### config.mk
export PLATFORM = sky130hd
export DESIGN_NAME = mem_access_flat
export DESIGN_NICKNAME = d
export VERILOG_FILES = /design/src/rtl/mem_access_if.sv /design/src/rtl/mem_access.sv /design/src/flat_wrapper.sv
export SDC_FILE = /design/constraint.sdc
export NUM_CORES = 1
export LEC_CHECK = 0
export ABC_AREA = 0
export ABC_CLOCK_PERIOD_IN_PS = 1700
export BUFFER_PORTS_ARGS = -buffer_cell sky130_fd_sc_hd__buf_2
export CAP_MARGIN = 20
export CORE_MARGIN = 2
export CORE_UTILIZATION = 24
export CTS_BUF_LIST = sky130_fd_sc_hd__clkbuf_8 sky130_fd_sc_hd__clkbuf_16
export DETAILED_ROUTE_END_ITERATION = 10
export GPL_TIMING_DRIVEN = 0
export HOLD_SLACK_MARGIN = 0.03
export MAX_ROUTING_LAYER = met4
export PLACE_DENSITY_LB_ADDON = 0.25
export SYNTH_ARGS = -nofsm -noshare
export SYNTH_HDL_FRONTEND = slang
export SYNTH_SLANG_ARGS = --single-unit
### constraint.sdc
create_clock -name clk -period 1.7 [get_ports clk]
set_clock_uncertainty 0.05 [all_clocks]
set_input_delay 0 -clock clk [delete_from_list [all_inputs] [get_ports clk]]
set_output_delay 0 -clock clk [all_outputs]
set_load 0.02 [all_outputs]
### src/rtl/mem_access_if.sv
// Data-bus bundle between the memory stage (master) and the data memory (slave).
// One request is held until ack; rdata is valid in the ack cycle.
interface mem_access_if;
  logic        req;
  logic        we;
  logic [31:0] addr;
  logic [31:0] wdata;
  logic [3:0]  be;
  logic        ack;
  logic [31:0] rdata;

  modport master (output req, we, addr, wdata, be, input ack, rdata);
  modport slave  (input req, we, addr, wdata, be, output ack, rdata);
endinterface

### src/rtl/mem_access.sv
// Memory stage: issues loads/stores on the data bus, stalls upstream while a
// transfer is outstanding, formats load/store data and registers writeback.
//
// state | meaning
// IDLE  | no transfer outstanding; pass-through, trap or issue
// BUSY  | request on the bus, waiting for ack or watchdog expiry
module mem_access #(
  parameter int TIMEOUT = 16
) (
  input  logic        clk,
  input  logic        rst_n,
  input  logic [31:0] ex_mb__alu_y,
  input  logic [31:0] ex_mb__rs2_rdata,
  input  logic [31:0] ex_mb__pc_4,
  input  logic [4:0]  ex_mb__rd_addr,
  input  logic        ex_mb__rd_wen,
  input  logic        ex_mb__mem_read,
  input  logic        ex_mb__mem_write,
  input  logic [2:0]  ex_mb__funct3,
  input  logic [1:0]  ex_mb__rd_src,
  output logic        stall,
  mem_access_if.master dbus,
  output logic [4:0]  mb_wb__rd_addr,
  output logic        mb_wb__rd_wen,
  output logic [31:0] mb_wb__rd_wdata,
  output logic        mb_wb__trap,
  output logic [1:0]  mb_wb__trap_cause
);

  localparam int CW = (TIMEOUT > 1) ? $clog2(TIMEOUT) : 1;
  localparam logic [CW-1:0] TMO_LAST = CW'((TIMEOUT > 0) ? TIMEOUT - 1 : 0);
  localparam bit TMO_EN = (TIMEOUT > 0);

  typedef enum logic {IDLE, BUSY} state_t;

  state_t        state_q, state_d;
  logic [CW-1:0] tmo_q, tmo_d;
  logic          req_q, req_d, we_q, we_d;
  logic [31:0]   addr_q, addr_d, wdata_q, wdata_d;
  logic [3:0]    be_q, be_d;
  logic [4:0]    wb_addr_d;
  logic          wb_wen_d, trap_d;
  logic [31:0]   wb_wdata_d;
  logic [1:0]    cause_d;

  logic          access, is_load, size_bad, misaligned, bad, wen_ok, tmo_hit;
  logic [3:0]    be_c;
  logic [31:0]   st_wdata, ld_val, wb_val, pass_val;
  logic [7:0]    ld_byte;
  logic [15:0]   ld_half;

  assign dbus.req   = req_q;
  assign dbus.we    = we_q;
  assign dbus.addr  = addr_q;
  assign dbus.wdata = wdata_q;
  assign dbus.be    = be_q;

  assign access     = ex_mb__mem_read | ex_mb__mem_write;
  assign is_load    = ex_mb__mem_read;
  assign size_bad   = (ex_mb__funct3 == 3'b011) || (ex_mb__funct3 == 3'b110) ||
                      (ex_mb__funct3 == 3'b111);
  assign misaligned = ((ex_mb__funct3[1:0] == 2'b01) && ex_mb__alu_y[0]) ||
                      ((ex_mb__funct3[1:0] == 2'b10) && (ex_mb__alu_y[1:0] != 2'b00));
  assign bad        = size_bad | misaligned;
  assign wen_ok     = ex_mb__rd_wen & (ex_mb__rd_addr != 5'd0);
  assign pass_val   = (ex_mb__rd_src == 2'd2) ? ex_mb__pc_4 : ex_mb__alu_y;
  // ack has priority over the watchdog in the final allowed cycle
  assign tmo_hit    = TMO_EN && (tmo_q == TMO_LAST) && !dbus.ack;

  always_comb begin
    be_c     = 4'b1111;
    st_wdata = ex_mb__rs2_rdata;
    case (ex_mb__funct3[1:0])
      2'b00: begin
        be_c     = 4'b0001 << ex_mb__alu_y[1:0];
        st_wdata = {4{ex_mb__rs2_rdata[7:0]}};
      end
      2'b01: begin
        be_c     = ex_mb__alu_y[1] ? 4'b1100 : 4'b0011;
        st_wdata = {2{ex_mb__rs2_rdata[15:0]}};
      end
      default: ;
    endcase
  end

  always_comb begin
    case (ex_mb__alu_y[1:0])
      2'b00:   ld_byte = dbus.rdata[7:0];
      2'b01:   ld_byte = dbus.rdata[15:8];
      2'b10:   ld_byte = dbus.rdata[23:16];
      default: ld_byte = dbus.rdata[31:24];
    endcase
    ld_half = ex_mb__alu_y[1] ? dbus.rdata[31:16] : dbus.rdata[15:0];
    case (ex_mb__funct3)
      3'b000:  ld_val = {{24{ld_byte[7]}}, ld_byte};
      3'b001:  ld_val = {{16{ld_half[15]}}, ld_half};
      3'b100:  ld_val = {24'd0, ld_byte};
      3'b101:  ld_val = {16'd0, ld_half};
      default: ld_val = dbus.rdata;
    endcase
    case (ex_mb__rd_src)
      2'd1:    wb_val = ld_val;
      2'd2:    wb_val = ex_mb__pc_4;
      default: wb_val = ex_mb__alu_y;
    endcase
  end

  always_comb begin
    state_d    = state_q;
    tmo_d      = tmo_q;
    stall      = 1'b0;
    req_d      = req_q;
    we_d       = we_q;
    addr_d     = addr_q;
    wdata_d    = wdata_q;
    be_d       = be_q;
    wb_addr_d  = ex_mb__rd_addr;
    wb_wen_d   = 1'b0;
    wb_wdata_d = pass_val;
    trap_d     = 1'b0;
    cause_d    = 2'd0;
    case (state_q)
      IDLE: begin
        tmo_d = '0;
        if (!access) begin
          wb_wen_d = wen_ok;
        end else if (bad) begin
          trap_d  = 1'b1;
          cause_d = size_bad ? 2'd2 : (is_load ? 2'd0 : 2'd1);
        end else begin
          stall   = 1'b1;
          req_d   = 1'b1;
          we_d    = ~is_load;
          addr_d  = {ex_mb__alu_y[31:2], 2'b00};
          wdata_d = st_wdata;
          be_d    = be_c;
          state_d = BUSY;
        end
      end
      BUSY: begin
        if (dbus.ack) begin
          req_d      = 1'b0;
          state_d    = IDLE;
          tmo_d      = '0;
          wb_wen_d   = is_load & wen_ok;
          wb_wdata_d = wb_val;
        end else if (tmo_hit) begin
          req_d   = 1'b0;
          state_d = IDLE;
          tmo_d   = '0;
          trap_d  = 1'b1;
          cause_d = 2'd3;
        end else begin
          stall = 1'b1;
          if (TMO_EN) tmo_d = tmo_q + 1'b1;
        end
      end
      default: state_d = IDLE;
    endcase
  end

  always_ff @(posedge clk or negedge rst_n) begin
    if (!rst_n) begin
      state_q           <= IDLE;
      tmo_q             <= '0;
      req_q             <= 1'b0;
      we_q              <= 1'b0;
      addr_q            <= '0;
      wdata_q           <= '0;
      be_q              <= '0;
      mb_wb__rd_addr    <= '0;
      mb_wb__rd_wen     <= 1'b0;
      mb_wb__rd_wdata   <= '0;
      mb_wb__trap       <= 1'b0;
      mb_wb__trap_cause <= '0;
    end else begin
      state_q           <= state_d;
      tmo_q             <= tmo_d;
      req_q             <= req_d;
      we_q              <= we_d;
      addr_q            <= addr_d;
      wdata_q           <= wdata_d;
      be_q              <= be_d;
      mb_wb__rd_addr    <= wb_addr_d;
      mb_wb__rd_wen     <= wb_wen_d;
      mb_wb__rd_wdata   <= wb_wdata_d;
      mb_wb__trap       <= trap_d;
      mb_wb__trap_cause <= cause_d;
    end
  end

endmodule
### src/flat_wrapper.sv
// flat-port wrapper written by rule: the top's interface ports become plain ports
module mem_access_flat 
#(
  parameter int TIMEOUT = 16
)
  (clk, rst_n, ex_mb__alu_y, ex_mb__rs2_rdata, ex_mb__pc_4, ex_mb__rd_addr, ex_mb__rd_wen, ex_mb__mem_read, ex_mb__mem_write, ex_mb__funct3, ex_mb__rd_src, stall, mb_wb__rd_addr, mb_wb__rd_wen, mb_wb__rd_wdata, mb_wb__trap, mb_wb__trap_cause, dbus_req, dbus_we, dbus_addr, dbus_wdata, dbus_be, dbus_ack, dbus_rdata);
  mem_access_if dbus_i ();
  input  logic clk;
  input  logic rst_n;
  input  logic [31:0] ex_mb__alu_y;
  input  logic [31:0] ex_mb__rs2_rdata;
  input  logic [31:0] ex_mb__pc_4;
  input  logic [4:0] ex_mb__rd_addr;
  input  logic ex_mb__rd_wen;
  input  logic ex_mb__mem_read;
  input  logic ex_mb__mem_write;
  input  logic [2:0] ex_mb__funct3;
  input  logic [1:0] ex_mb__rd_src;
  output logic stall;
  output logic [4:0] mb_wb__rd_addr;
  output logic mb_wb__rd_wen;
  output logic [31:0] mb_wb__rd_wdata;
  output logic mb_wb__trap;
  output logic [1:0] mb_wb__trap_cause;
  output wire logic [$bits(dbus_i.req)-1:0] dbus_req;
  output wire logic [$bits(dbus_i.we)-1:0] dbus_we;
  output wire logic [$bits(dbus_i.addr)-1:0] dbus_addr;
  output wire logic [$bits(dbus_i.wdata)-1:0] dbus_wdata;
  output wire logic [$bits(dbus_i.be)-1:0] dbus_be;
  input wire logic [$bits(dbus_i.ack)-1:0] dbus_ack;
  input wire logic [$bits(dbus_i.rdata)-1:0] dbus_rdata;
  assign dbus_req = dbus_i.req;
  assign dbus_we = dbus_i.we;
  assign dbus_addr = dbus_i.addr;
  assign dbus_wdata = dbus_i.wdata;
  assign dbus_be = dbus_i.be;
  assign dbus_i.ack = dbus_ack;
  assign dbus_i.rdata = dbus_rdata;
  mem_access #(.TIMEOUT(TIMEOUT)) u_core (.clk(clk), .rst_n(rst_n), .ex_mb__alu_y(ex_mb__alu_y), .ex_mb__rs2_rdata(ex_mb__rs2_rdata), .ex_mb__pc_4(ex_mb__pc_4), .ex_mb__rd_addr(ex_mb__rd_addr), .ex_mb__rd_wen(ex_mb__rd_wen), .ex_mb__mem_read(ex_mb__mem_read), .ex_mb__mem_write(ex_mb__mem_write), .ex_mb__funct3(ex_mb__funct3), .ex_mb__rd_src(ex_mb__rd_src), .stall(stall), .dbus(dbus_i), .mb_wb__rd_addr(mb_wb__rd_addr), .mb_wb__rd_wen(mb_wb__rd_wen), .mb_wb__rd_wdata(mb_wb__rd_wdata), .mb_wb__trap(mb_wb__trap), .mb_wb__trap_cause(mb_wb__trap_cause));
endmodule
==> flow_summary.json, run 1 <==
{
  "layout-drive-gt1-share_pct": 44.2,
  "violations": "negative setup slack",
  "reg2reg_to": "u_core.dbus.addr[28]$_DFFE_PN0P_",
  "internal_power_mw": 7.03,
  "synth_top_area_cell": "dfrtp_1",
  "rr_startpoint": "u_core.state_q$_DFF_PN0_",
  "ys_types": 47,
  "row_count": 55,
  "route.detailed.drc": 0,
  "grt_start_max_net_pins": 61,
  "place_ws_ns": -0.673,
  "finalCritPeriodShare_pct": 101,
  "hold_viol_final": 0,
  "cp.required_ns": 1.65,
  "fin_setup_tns_ns": -0.0703,
  "p_seq_share_pct": 33.5,
  "finalWorstPathRequiredPeriod_ns": 1.73,
  "clkTransAtPathRegs_ns": 0.06,
  "relSlewSlack_pct": 59.2,
  "syn_avg_cell_area_sq_um": 11.0,
  "die_h_microns": 156,
  "worstSetupPathType": "flip-flop to primary output",
  "numClockSinks": 114,
  "drv_cap": 0,
  "clk_latency_ns": 0.41,
  "vias": 5783,
  "place.gp.congestion": 0.801,
  "setup_viol_count_final": 4,
  "finalMaxSlewViolations": 0,
  "fp.dieW_microns": 156,
  "cts_tree": "done",
  "grt_pass1_wl_microns": 35400,
  "synth-edff-count": 0,
  "pwr_density_cell_mw_per_mm2": 1100,
  "avgViaCountPerCell": 4.72,
  "numPortBuffers": 252,
  "synth_flop_cell": "dfrtp_1",
  "fin_ws_ns": -0.0254,
  "yosysWarnings": 0,
  "area_delta_synth_final_pct": 71.2,
  "vdd_drop_max_uv": 577,
  "crit_path_end": "stall",
  "fmax_ghz": 0.580,
  "ys_seq_elements": 114,
  "synth.area.top_cells": "dfrtp_1 (51%), mux2_2 (12%), mux2i_1 (4.3%)",
  "outcome": "finished with violations",
  "dp_hpwl_microns": 16900,
  "worst_slew_pin_slew_ns": 0.612,
  "critPathMaxFanout": 3,
  "reg2reg_setup_slack_ns": -0.02,
  "nets": 1073,
  "grt_pass1_vias": 6201,
  "initial_utilization_pct": 24.5,
  "ant_nets": 0,
  "utilization_pct": 42.0,
  "clockBufferDepth": 2,
  "dieArea_sq_mm": 0.0245,
  "switching_share_pct": 33.2,
  "root_buffer": "clkbuf_16",
  "cts_max_level": 4,
  "startpoint": "u_core.state_q$_DFF_PN0_",
  "ys_seq_area_share_pct": 51.2,
  "core_area_sq_mm": 0.0227,
  "wl_microns": 23700,
  "synth_top_area_share_pct": 51.2,
  "arrival_ns": 1.68,
  "drt_pass1_iterations": 4,
  "antenna_found_initial": 1,
  "p_leak_nw": 4.51,
  "async_flop_share_pct": 100,
  "drt_iter0_markers": 226,
  "start_kind": "flip-flop",
  "grt_overflow": 0,
  "rr_worst_depth": 6,
  "cts_buffers": 17,
  "endpoint_kind": "primary output",
  "gr-usage-all-layers_pct": 20.0,
  "io_pins": 256,
  "p_switching_mw": 3.50,
  "post_drt_wl_per_cell_microns": 19.4,
  "rsz0062_at_grt": "true",
  "min_path_type": "input port to flip-flop",
  "mostFrequentLayoutCells": "buf_2 (255), dlygate4sd3_1 (137), dfrtp_1 (113), mux2_2 (59), nand2_1 (46)",
  "hold_ws_ns": 0.0689,
  "total_power_mw": 10.5,
  "syn_inst": 508,
  "syn_area_sq_mm": 0.00557,
  "final_common_cell": "buf_2",
  "power_frac_clock_pct": 35.9,
  "combPwrFrac_pct": 30.6
}
==> worst min path at each step <==
stage | startpoint | to | slack, ns | depth (start not counted)
6_report | ex_mb__mem_write | u_core.mb_wb__trap$_DFF_PN0_ | 0.07 | 5
5_1_grt | ex_mb__mem_write | u_core.mb_wb__trap_cause[1]$_DFF_PN0_ | 0.06 | 4
4_1_cts | ex_mb__mem_write | u_core.mb_wb__trap_cause[1]$_DFF_PN0_ | 0.04 | 4
3_5_place_dp | rst_n | u_core.dbus.wdata[1]$_DFFE_PN0P_ | -0.02 | 1
3_3_place_gp | ex_mb__rd_addr[4] | u_core.mb_wb__rd_addr[4]$_DFF_PN0_ | 0.07 | 1
2_1_floorplan | rst_n | u_core.dbus.addr[10]$_DFFE_PN0P_ | -0.35 | 0
==> flip-flops by register name, summed over array words and instances (netlist names), 2 cells and up <==
| register | cells |
|---|---|
| u_core.mb_wb__rd_wdata | 32 |
| u_core.mb_wb__trap_cause | 2 |
| u_core.mb_wb__rd_addr | 5 |
| u_core.tmo_q | 4 |
| u_core.dbus.wdata | 32 |
| u_core.dbus.addr | 30 |
| u_core.dbus.be | 4 |
==> per-layer routing <==
layer	global-route usage (%)	vias up	part of all wire, %
li1	-	2713	-
met1	24.3	2770	43
met2	31.8	262	46
met3	5.79	38	7.9
met4	7.16	0	2.7
met5	-	-	0
==> logic make-up after synthesis <==
logic type,Yosys count,synth area share (%)
AOI/OAI and AO/OA,155,18.7
DFF,114,51.2
and+or+nand+nor,100,8.40
muxes,84,16.6
buffers and inverters,49,4.04
adders and majority gates,3,0.673
xor gates and xnor gates,2,0.314
other,1,0.0673
==> cell usage after synthesis, drive strengths merged, types with 2 or more instances <==
cell    count
a21oi      20
o31ai       2
o221ai      4
a32oi       8
clkbuf     22
nand2b      5
mux2       59
o311ai      2
o21ai      58
a31oi      10
nor2b       6
nor2       19
and3        2
and3b       3
xor2        2
nor3        2
a211o       2
o22ai      15
ha          3
dfrtp     114
mux2i      24
nand2      48
and2        5
buf        17
nand3       5
inv         9
a22oi      24
a221o       8
or3         2
==> metrics by stage <==
stage	std cells	cell area, sq um
detailed placement	1047	7230
CTS	1222	9440
global route	1225	9540
floorplan	509	5580
finish	1226	9540
global placement	1046	7200
==> area by class of cell <==
| cell class | instances | area [sq um] |
|---|---|---|
| inverter | 10 | 37.5 |
| sequential | 114 | 2850 |
| fill | 2231 | 13200 |
| clock inverter | 13 | 160 |
| tap | 285 | 357 |
| clock buffer | 19 | 453 |
| multi-input combinational | 346 | 2590 |
| buffer | 38 | 314 |
| antenna | 2 | 5.00 |
| timing repair buffer | 399 | 2770 |
==> power groups by stage <==
stage          logic [mW]  clock network (mW)  registers, mW
6_report             3.22                3.78           3.53
3_5_place_dp         2.82                   0           3.56
3_3_place_gp         2.79                   0           3.56
5_1_grt              3.48                3.99           3.60
2_1_floorplan       0.879                   0           4.28
4_1_cts              3.19                3.86           3.52
==> worst max-delay path, stage by stage (launching register included) <==
cell and delay (ns):
dfrtp_2 0.43, o21ba_4 0.26, nand3_4 0.10, buf_8 0.16, clkbuf_16 0.14, nand2_4 0.06
buf_6 0.11
==> repair_timing <==
action,4_1_cts,5_1_grt
endpoints found under the setup margin,101,73
pin swaps,0,1
setup buffers,7,1
hold buffers,137,0
gates resized for setup,46,32
gates cloned,0,1
hold endpoints to repair,220,0
(Power assumes the default switching activity.)
==> run 2: changes to the inputs <==
--- a/config.mk
+++ b/config.mk
@@ -9,6 +9,9 @@
 export ABC_CLOCK_PERIOD_IN_PS = 1700
 export BUFFER_PORTS_ARGS = -buffer_cell sky130_fd_sc_hd__buf_2
 export CAP_MARGIN = 20
+export CELL_PAD_IN_SITES_DETAIL_PLACEMENT = 0
+export CELL_PAD_IN_SITES_GLOBAL_PLACEMENT = 1
+export CORE_ASPECT_RATIO = 0.5
 export CORE_MARGIN = 2
 export CORE_UTILIZATION = 24
 export CTS_BUF_LIST = sky130_fd_sc_hd__clkbuf_8 sky130_fd_sc_hd__clkbuf_16
==> flow_summary.json, run 2 (same netlist as run 1, synthesis figures left out) <==
{
  "outcome": "finished with violations",
  "violations": "negative setup slack",
  "antenna_found_initial": 1,
  "dieArea_sq_mm": 0.0245,
  "initial_utilization_pct": 24.5,
  "grt_pass1_wl_microns": 34600,
  "area_delta_synth_final_pct": 70.4,
  "total_power_mw": 10.1,
  "cts_buffers": 17,
  "relSlewSlack_pct": 63.5,
  "critPathMaxFanout": 4,
  "place_ws_ns": -0.600,
  "grt_overflow": 0,
  "rsz0062_at_grt": "true",
  "numClockSinks": 114,
  "fmax_ghz": 0.580,
  "setup_viol_count_final": 4,
  "io_pins": 256,
  "pwr_density_cell_mw_per_mm2": 1060,
  "drt_iter0_markers": 316,
  "arrival_ns": 1.67,
  "min_path_type": "input port to flip-flop",
  "p_leak_nw": 4.50,
  "grt_pass1_vias": 6035,
  "clkTransAtPathRegs_ns": 0.06,
  "endpoint_kind": "primary output",
  "gr-usage-all-layers_pct": 19.6,
  "die_h_microns": 112,
  "avgViaCountPerCell": 4.61,
  "finalMaxSlewViolations": 0,
  "place.gp.congestion": 0.832,
  "dp_hpwl_microns": 16200,
  "fillerInstances": 2225,
  "worstSetupPathType": "flip-flop to primary output",
  "clk_latency_ns": 0.43,
  "critPathSlowestCell": "dfrtp_2",
  "start_kind": "flip-flop",
  "finalWorstPathRequiredPeriod_ns": 1.72,
  "utilization_pct": 41.7,
  "cts_tree": "done",
  "core_area_sq_mm": 0.0228,
  "fin_ws_ns": -0.0237,
  "place_inst": 1069,
  "post_drt_wl_per_cell_microns": 18.1,
  "drt_pass1_iterations": 4,
  "cp.required_ns": 1.65,
  "max_stage_delay_ns": 0.42,
  "vias": 5758,
  "row_count": 39,
  "final_cells": 1250,
  "finalCritPeriodShare_pct": 101,
  "route.detailed.drc": 0,
  "mostFrequentLayoutCells": "buf_2 (255), dlygate4sd3_1 (141), dfrtp_1 (113), mux2_2 (59), nand2_1 (46)",
  "root_buffer": "clkbuf_16",
  "fp.dieW_microns": 220,
  "path_cells": "o21ba_4, nand3_4, buf_8, clkbuf_16, nand2_8, buf_6",
  "clockBufferDepth": 2,
  "wl_microns": 22700,
  "hold_viol_final": 0,
  "drv_cap": 0,
  "reg2reg_setup_slack_ns": -0.01,
  "ant_nets": 0,
  "vdd_drop_max_uv": 704,
  "hold_ws_ns": 0.0631,
  "numPortBuffers": 252,
  "layout-drive-gt1-share_pct": 43.3,
  "worst_slew_pin_slew_ns": 0.542,
  "nets": 1076,
  "cts_max_level": 4,
  "final_common_cell": "buf_2",
  "grt_start_max_net_pins": 94
}
-- run 2: changes by cell type in the layout (fill, tap and decap cells not counted), moves of 2 or more --
cell and change:
a22oi_1 +8, clkinv_2 +2, a22oi_2 -8, dlygate4sd3_1 +4, buf_8 -3, clkinv_4 -2
bufinv_16 -2, buf_4 +2
-- run 2: timing repair --
action	4_1_cts	5_1_grt
setup buffers	7	0
hold endpoints to repair	224	0
endpoints found under the setup margin	101	68
hold buffers	141	0
pin swaps	1	0
gates resized for setup	39	32
-- run 2: worst max-delay path, delay by kind of cell, from the launching register on --
family                 cells  cell delay, ns
AOI/OAI and AO/OA          1            0.25
buffers and inverters      3            0.41
DFF                        1            0.42
and+or+nand+nor            2            0.15
-- run 2: metrics by stage --
stage | area (sq um) | TNS, ns
after floorplan | 5580 | 0
after global placement | 7220 | -151.25
after detailed placement | 7260 | -38.19
after CTS | 9410 | -0.0752
after global routing | 9500 | -0.299
final | 9500 | -0.0533
-- run 2: path summary, 6_finish.rpt --
| check | start | end | depth (start not counted) |
|---|---|---|---|
| worst max-delay path | u_core.state_q$_DFF_PN0_ | stall | 6 |
| worst max register to register | u_core.state_q$_DFF_PN0_ | u_core.dbus.addr[28]$_DFFE_PN0P_ | 6 |
| worst min-delay path | dbus_rdata[11] | u_core.mb_wb__rd_wdata[11]$_DFF_PN0_ | 4 |
| max in group asynchronous | rst_n | u_core.dbus.wdata[29]$_DFFE_PN0P_ | 4 |
| worst min register to register | u_core.tmo_q[0]$_DFF_PN0_ | u_core.tmo_q[0]$_DFF_PN0_ | 1 |
| min in group asynchronous | rst_n | u_core.dbus.wdata[14]$_DFFE_PN0P_ | 3 |
-- run 2: metal layers --
| layer | routed length [microns] | GRT usage [%] | vias up |
|---|---|---|---|
| li1 | - | - | 2715 |
| met1 | 9790 | 23.6 | 2886 |
| met2 | 11500 | 32.2 | 132 |
| met3 | 1010 | 5.16 | 25 |
| met4 | 410 | 5.45 | 0 |
| met5 | 0 | - | - |
-- run 2: area by class of cell --
type	count	area, sq um	share of cell area, %
Buffer	38	289	3.04
Multi-Input combinational cell	346	2570	27.1
Antenna cell	1	2.50	0.0263
Timing Repair Buffer	402	2790	29.4
Tap cell	307	384	4.04
Sequential cell	114	2850	30.0
Clock buffer	21	480	5.06
Clock inverter	11	87.6	0.922
Inverter	10	37.5	0.395
-- run 2: power breakdown --
group | internal [mW] | leakage (nW) | switching, mW | total, mW
registers | 3.28 | 1.38 | 0.254 | 3.53
logic | 1.35 | 2.82 | 1.81 | 3.16
clock network | 2.14 | 0.291 | 1.29 | 3.43
